`config.mk`:
```
export PLATFORM = sky130hd
export DESIGN_NAME = islemci
export DESIGN_NICKNAME = d
export VERILOG_FILES = /design/src/rtl/islemci.sv
export SDC_FILE = /design/constraint.sdc
export NUM_CORES = 2
export LEC_CHECK = 0
export ABC_AREA = 0
export BUFFER_PORTS_ARGS = -buffer_cell sky130_fd_sc_hd__buf_2
export CAP_MARGIN = 0
export CORE_MARGIN = 2
export CORE_UTILIZATION = 50
export DETAILED_ROUTE_END_ITERATION = 10
export PLACE_DENSITY = 0.68
export RECOVER_POWER = 100
export SLEW_MARGIN = 15
export SYNTH_ARGS = -nofsm -noshare
export SYNTH_HDL_FRONTEND = slang
export SYNTH_SLANG_ARGS = --single-unit
```
`constraint.sdc`:
```
create_clock -name clk -period 13.1 [get_ports clk]
set_input_delay 3.93 -clock clk [delete_from_list [all_inputs] [get_ports clk]]
set_output_delay 3.93 -clock clk [all_outputs]
set_load 0.02 [all_outputs]
```
`src/rtl/islemci.sv`:
```
// islemci: three-stage, non-pipelined RV32I subset core (lw, sw, addi, add, sub, and, or,
// xor, lui, beq, bne, jal). Each instruction takes GETIR -> COZYAZMACOKU -> YURUTGERIYAZ.
//   clk             : clock, all state updates on the rising edge
//   rst             : synchronous active-low reset
//   bellek_adres    : PC during fetch, rs1+imm during load/store
//   bellek_oku_veri : combinational memory read data
//   bellek_yaz_veri : store data (rs2)
//   bellek_yaz      : store strobe, high only in YURUTGERIYAZ of sw
module islemci #(
   parameter logic [31:0] BELLEK_ADRES = 32'h8000_0000,
   parameter int unsigned ADRES_BIT    = 32,
   parameter int unsigned VERI_BIT     = 32
) (
   input  logic                 clk,
   input  logic                 rst,
   output logic [ADRES_BIT-1:0] bellek_adres,
   input  logic [VERI_BIT-1:0]  bellek_oku_veri,
   output logic [VERI_BIT-1:0]  bellek_yaz_veri,
   output logic                 bellek_yaz
);

   typedef enum logic [1:0] {
      GETIR        = 2'd0,
      COZYAZMACOKU = 2'd1,
      YURUTGERIYAZ = 2'd2,
      GECERSIZ     = 2'd3
   } asama_e;

   localparam logic [6:0] OP_LOAD   = 7'b0000011;
   localparam logic [6:0] OP_STORE  = 7'b0100011;
   localparam logic [6:0] OP_IMM    = 7'b0010011;
   localparam logic [6:0] OP_REG    = 7'b0110011;
   localparam logic [6:0] OP_LUI    = 7'b0110111;
   localparam logic [6:0] OP_BRANCH = 7'b1100011;
   localparam logic [6:0] OP_JAL    = 7'b1101111;

   asama_e      simdiki_asama_r;
   logic [31:0] yazmac_obegi [0:31];
   logic [31:0] pc_r, komut_r, rs1_veri_r, rs2_veri_r, imm_r;
   logic [31:0] bellek_adres_r;
   logic        bellek_yaz_r;

   // Instruction fields
   logic [6:0] opcode, funct7;
   logic [4:0] rd, rs1, rs2;
   logic [2:0] funct3;
   assign opcode = komut_r[6:0];
   assign rd     = komut_r[11:7];
   assign funct3 = komut_r[14:12];
   assign rs1    = komut_r[19:15];
   assign rs2    = komut_r[24:20];
   assign funct7 = komut_r[31:25];

   // Decode-stage values
   logic [31:0] imm_sec, rs1_oku, rs2_oku;
   logic        sw_mi, bellek_erisim;

   assign rs1_oku       = (rs1 == 5'd0) ? 32'd0 : yazmac_obegi[rs1];
   assign rs2_oku       = (rs2 == 5'd0) ? 32'd0 : yazmac_obegi[rs2];
   assign sw_mi         = (opcode == OP_STORE) && (funct3 == 3'b010);
   assign bellek_erisim = sw_mi || ((opcode == OP_LOAD) && (funct3 == 3'b010));

   always_comb begin
      imm_sec = {{20{komut_r[31]}}, komut_r[31:20]};
      case (opcode)
         OP_STORE:  imm_sec = {{20{komut_r[31]}}, komut_r[31:25], komut_r[11:7]};
         OP_BRANCH: imm_sec = {{19{komut_r[31]}}, komut_r[31], komut_r[7], komut_r[30:25],
                               komut_r[11:8], 1'b0};
         OP_LUI:    imm_sec = {komut_r[31:12], 12'd0};
         OP_JAL:    imm_sec = {{11{komut_r[31]}}, komut_r[31], komut_r[19:12], komut_r[20],
                               komut_r[30:21], 1'b0};
         default:   imm_sec = {{20{komut_r[31]}}, komut_r[31:20]};
      endcase
   end

   // Execute-stage result, write enable and next PC
   logic [31:0] sonuc, pc_sonraki;
   logic        yaz_en;

   always_comb begin
      sonuc      = 32'd0;
      yaz_en     = 1'b0;
      pc_sonraki = pc_r + 32'd4;
      case (opcode)
         OP_LOAD: begin
            if (funct3 == 3'b010) begin
               sonuc  = bellek_oku_veri;
               yaz_en = 1'b1;
            end
         end
         OP_IMM: begin
            if (funct3 == 3'b000) begin
               sonuc  = rs1_veri_r + imm_r;
               yaz_en = 1'b1;
            end
         end
         OP_REG: begin
            yaz_en = 1'b1;
            case ({funct7, funct3})
               {7'b0000000, 3'b000}: sonuc = rs1_veri_r + rs2_veri_r;
               {7'b0100000, 3'b000}: sonuc = rs1_veri_r - rs2_veri_r;
               {7'b0000000, 3'b111}: sonuc = rs1_veri_r & rs2_veri_r;
               {7'b0000000, 3'b110}: sonuc = rs1_veri_r | rs2_veri_r;
               {7'b0000000, 3'b100}: sonuc = rs1_veri_r ^ rs2_veri_r;
               default:              yaz_en = 1'b0;
            endcase
         end
         OP_LUI: begin
            sonuc  = imm_r;
            yaz_en = 1'b1;
         end
         OP_BRANCH: begin
            if ((funct3 == 3'b000 && rs1_veri_r == rs2_veri_r) ||
                (funct3 == 3'b001 && rs1_veri_r != rs2_veri_r)) begin
               pc_sonraki = pc_r + imm_r;
            end
         end
         OP_JAL: begin
            sonuc      = pc_r + 32'd4;
            yaz_en     = 1'b1;
            pc_sonraki = pc_r + imm_r;
         end
         default: ;
      endcase
   end

   // The register file sits outside the reset branch on purpose: it is never cleared.
   always_ff @(posedge clk) begin
      if (!rst) begin
         simdiki_asama_r <= GETIR;
         pc_r            <= BELLEK_ADRES;
         komut_r         <= 32'd0;
         bellek_adres_r  <= BELLEK_ADRES;
         bellek_yaz_r    <= 1'b0;
      end else begin
         unique case (simdiki_asama_r)
            GETIR: begin
               komut_r         <= bellek_oku_veri;
               simdiki_asama_r <= COZYAZMACOKU;
            end
            COZYAZMACOKU: begin
               rs1_veri_r <= rs1_oku;
               rs2_veri_r <= rs2_oku;
               imm_r      <= imm_sec;
               if (bellek_erisim) begin
                  bellek_adres_r <= rs1_oku + imm_sec;
               end
               bellek_yaz_r    <= sw_mi;
               simdiki_asama_r <= YURUTGERIYAZ;
            end
            YURUTGERIYAZ: begin
               if (yaz_en && rd != 5'd0) begin
                  yazmac_obegi[rd] <= sonuc;
               end
               pc_r            <= pc_sonraki;
               bellek_adres_r  <= pc_sonraki;
               bellek_yaz_r    <= 1'b0;
               simdiki_asama_r <= GETIR;
            end
            default: begin
               bellek_adres_r  <= pc_r;
               bellek_yaz_r    <= 1'b0;
               simdiki_asama_r <= GETIR;
            end
         endcase
      end
   end

   assign bellek_adres    = bellek_adres_r;
   assign bellek_yaz_veri = rs2_veri_r;
   // Gate with rst so a reset landing in a store cycle suppresses the write at that edge.
   assign bellek_yaz      = bellek_yaz_r & rst;

endmodule

```
; ---- Yosys cells after proc, flatten, opt, wreduce, memory -nomap -nowiden
; Memories as Yosys holds them, arrays and structs flattened. A register that Yosys moved wholly into a read port is not among the register bits.
; Index checks and enable logic that the tools add are counted.
[word_totals]
register_bits = 163
mem_count = 1
mem_bits_rw = 1024
elab_cells = 76
out_inout_bits = 65
inputBits = 34
[op_classes]
muxes = 22
reduce_logical = 17
n_eq_ne = 18
addsub = 6
bitwise = 5
[mem_list]
columns = memory, depth, width, rd, rd_ports_with_merged_regs, wr, line
row1 = yazmac_obegi, 32, 32, 2, 2, 1, 38  ; logic [31:0] yazmac_obegi [0:31];
[op_table]
columns = cell, count
row1 = $pmux 32 s5, 2
row2 = $mux 32, 5
row3 = $add 32x32->32, 4
row4 = $pmux 31 s4, 1
row5 = $pmux 32 s3, 1
row6 = $pmux 32 s2, 1
row7 = $add 32x3->32 const B, 1
row8 = $and 32x32->32, 1
row9 = $eq 32x32->1, 1
row10 = $ne 32x32->1, 1
row11 = $or 32x32->32, 1
row12 = $sub 32x32->32, 1
row13 = $xor 32x32->32, 1
row14 = $eq 10x3->1 const B, 3
row15 = $eq 7x6->1 const B, 3
row16 = $eq 7x7->1 const B, 2
row17 = $eq 10x9->1 const B, 1
row18 = $logic_not 10->1, 1
row19 = $logic_not 5->1, 2
row20 = $mux 5, 2
row21 = $eq 7x2->1 const B, 1
row22 = $eq 7x5->1 const B, 1
row23 = $mux 1, 7
row24 = $logic_and 1x1->1, 5
row25 = other kinds (17), 19

; ---- Longest topological paths before layout
[logic_depth]
depth_word = 9
mapped_depth = 20
mapped_depth_nobuf = 17

; ---- Worst setup path after synthesis
; No wires, ideal clock.
[synth_timing]
path_kind = input to register
startpoint = input rst
endpoint = register rs2_veri_r[0] (netlist: bellek_yaz_veri[0]), read port of yazmac_obegi, enable pin
n_path_buf = 1
arrival_ns = 8.358
slack_ns = 4.190
setup_ns = 0.552
cell_stages = 3
t_required_ns = 12.548
path_cell_list = clkbuf_1 inv_1 nor2_1
[synth_between]
elab_chain_len = 1
[synth_rtl]
columns = item, line
row1 = start: declaration, 15  ; input logic rst,
row2 = $reduce_and 2->1 (no source line), -
row3 = end: declaration, 39  ; logic [31:0] pc_r, komut_r, rs1_veri_r, rs2_veri_r, imm_r;
; Every way passes these cells.
; A chain may end at the register's enable or synchronous reset.

; ---- Final worst setup path
[layout_timing]
startpoint = input rst
endpoint = memory yazmac_obegi[27][25], enable pin
[layout_between]
elab_chain_len = 2
[layout_rtl]
columns = item, line
row1 = $mux 1, 129  ; if (!rst) begin
row2 = $mux 1 (not written as such), 153  ; yazmac_obegi[rd] <= sonuc;
row3 = end: declaration, 38
; Every way passes these cells.

==> out/qor.csv <==
metric;value;unit
required;13.46;ns
tritoncts;built;
synthesis.yosys.warnings;0;
power.switching;2580;uW
dp_hpwl;134000;um
min-delay-start;bellek_adres[14]$_SDFFE_PN0P_;
worstSetupPathType;primary input to flip-flop;
dieArea;134000;um^2
synth.top_cells.by_area;sky130_fd_sc_hd__edfxtp_1 (51%), sky130_fd_sc_hd__mux4_2 (19%), sky130_fd_sc_hd__ha_1 (3.8%);
report.final.setup_viol;0;
slew_headroom;-208;%
cts_repair_resize_count;0;
antenna_violating_nets_post_route;0;
worstPathMaxFanout;41;
clock_sink_count;1224;
seq_area_frac_synth;54.4;%
report.power.total;9470;uW
comb_power_share;14.2;%
place.port_buffers;98;
grt_pass1_vias;42400;
ctsHoldBuffers;0;
clk_pin_slew;0.06;ns
worstMarginPinSlew;4.57;ns
clock.fmax;96.5;MHz
count_of_unresolved_drc_violations_after_routing;0;
min_path_type;flip-flop to flip-flop;
power_frac_clock;39.7;%
synth_ff_type;sky130_fd_sc_hd__edfxtp_1;
switching_share;27.2;%
detailroute.via_count;43700;
unrepaired_setup_endpoints_after_global_routing;false;
postcts_setup_bufs;0;
routabilityCongestion;0.976;
drt_pass1_iterations;7;
failed_checks;capacitance limit, slew limit;
routedWlPerCell;33.8;um
cp-start-kind;primary input;
async_flop_share;0;%
detailedRoute.firstIterationViolations;6431;
htreeDepth;4;
die_width;366;um
finalCriticalPeriod;10.36;ns
vdd.ir_drop.worst;0.0000888;V
grt_max_degree;129;
synthCells;4399;
cts.root.buffer_cell;sky130_fd_sc_hd__clkbuf_16;
power.sequential.fraction;46.1;%
critical_path.endpoint_type;flip-flop;
timing_max_transition_violations_final;1971;
boundaryPins;99;
setup-tns-final;0;ns
synth_largest_type_area_fraction;51.2;%
cell_type_with_the_largest_total_area_after_synthesis;sky130_fd_sc_hd__edfxtp_1;
finalClockSkew;0.0425;ns
grt_first_pass_wirelength;305000;um
finalHoldViolations;0;
synth-edff-count;1120;
mappedNetlistArea;65700;um^2
synth_common_cells;sky130_fd_sc_hd__edfxtp_1 (1120), sky130_fd_sc_hd__mux4_2 (568), sky130_fd_sc_hd__nor2_1 (244), sky130_fd_sc_hd__clkbuf_1 (215), sky130_fd_sc_hd__a21oi_1 (209);
min_period_over_period;79.1;%
core_region_area;130000;um^2
area.growth.synth_to_final;10.2;%
yosys.cell_types.count;87;
critPathLaunch;rst;
power_report.internal_total;6890;uW
layout-drive-gt1-share;20.2;%
initial_utilization;50.5;%
postLayoutSetupSlackWorst;2.74;ns
detail_route.wirelength;214000;um
insertion_delay;0.80;ns
ys_ff_latch;1224;
via_per_inst;6.91;
post-synth-top-count-cell;sky130_fd_sc_hd__edfxtp_1;
status;finished with violations;
powerDensity;131;nW/um^2
layout.filler_cells;10400;
total_congestion_overflow;0;
clock_path_buffers;3;
place_worst_setup_slack;4.37;ns
crit_arrival;10.73;ns
cts_made_buffers;133;
design.final.nets;4711;
cap_viol_max_count;65;
fp-row-count;132;
global_route.usage.total;31.6;%
static-leakage-power;0.0215;uW
die_height;366;um
avgSynthCellArea;14.9;um^2
grt_antenna_before_repair;8;
metrics by stage:
stage	hold WS, ns	util (%)	area (um^2)	std cells
floorplan	0.452	-	65800	4430
global placement	0.453	52.7	68600	6079
detailed placement	0.459	52.7	68600	6079
CTS	0.467	56.1	72900	6321
global route	0.504	55.7	72400	6321
finish	0.471	55.7	72400	6327
path summary, 6_finish.rpt:
check / end / slack [ns] / depth (start not counted)
max: yazmac_obegi[27][25]$_DFFE_PP_ / 2.74 / 7
min: bellek_adres[14]$_SDFFE_PN0P_ / 0.47 / 2
min reg2reg: bellek_adres[14]$_SDFFE_PN0P_ / 0.47 / 2
max reg2reg: bellek_adres[29]$_SDFFE_PN0P_ / 3.27 / 16
area by class of cell:
class / count / area, um^2 / share of cell area (%)
antenna: 6 / 15.0 / 0.0207
clock buffer: 171 / 3510 / 4.85
clock inverter: 71 / 803 / 1.11
inverter: 129 / 484 / 0.669
multi-input combinational: 2771 / 28600 / 39.5
sequential: 1224 / 35700 / 49.4
tap: 1742 / 2180 / 3.01
timing repair buffer: 213 / 1060 / 1.47
power groups by stage:
stage,Combinational (uW),Clock (uW),Sequential [uW]
finish,1340,3760,4370
global route,1420,3950,4370
CTS,1330,3800,4360
detailed placement,1320,0,4440
global placement,1320,0,4440
floorplan,911,0,4390
layer usage:
| layer | wire [um] | up-vias | track usage, % |
|---|---|---|---|
| li1 | - | 18000 | - |
| met1 | 81700 | 22400 | 43.4 |
| met2 | 98500 | 2836 | 48.7 |
| met3 | 23000 | 481 | 6.56 |
| met4 | 10700 | 4 | 14.6 |
| met5 | 31 | - | 0 |
registers in the layout, summed over array words and instances, names as in the netlist, named ones only:
name	cells
simdiki_asama_r	2
bellek_yaz_veri	32
pc_r	32
rs1_veri_r	32
bellek_yaz_r	1
komut_r	32
imm_r	32
yazmac_obegi	1024
bellek_adres	32
cell families after synthesis:
| logic type | Yosys count | share of synthesized area [%] |
|---|---|---|
| other | 1 | 0.00571 |
| and+or+nand+nor | 760 | 5.74 |
| adders and majority gates | 205 | 3.96 |
| DFF | 1224 | 54.4 |
| xor gates and xnor gates | 122 | 1.63 |
| AOI/OAI and AO/OA | 887 | 9.12 |
| muxes | 765 | 22.5 |
| buffers and inverters | 435 | 2.63 |
cells in the final DEF (no fill, tap or decap), drive strengths merged, types with 53 or more instances in the layout:
master  count
edfxtp   1120
mux4      568
clkbuf    311
nor2      244
a21oi     209
ha        200
mux2i     163
o21ai     156
nand2     146
inv       138
dfxtp     104
xnor2      82
a21o       81
buf        73
nor2b      72
nand2b     53
a221oi     53
worst max-delay path, cell delays in order:
cell and delay [ns]:
sky130_fd_sc_hd__buf_2 0.08, sky130_fd_sc_hd__clkbuf_1 1.57, sky130_fd_sc_hd__o311ai_0 0.77, sky130_fd_sc_hd__nor2_1 0.50, sky130_fd_sc_hd__nand3_1 0.38, sky130_fd_sc_hd__nor2_1 1.91
sky130_fd_sc_hd__clkbuf_1 1.54
Power figures use the tool's default switching activity.
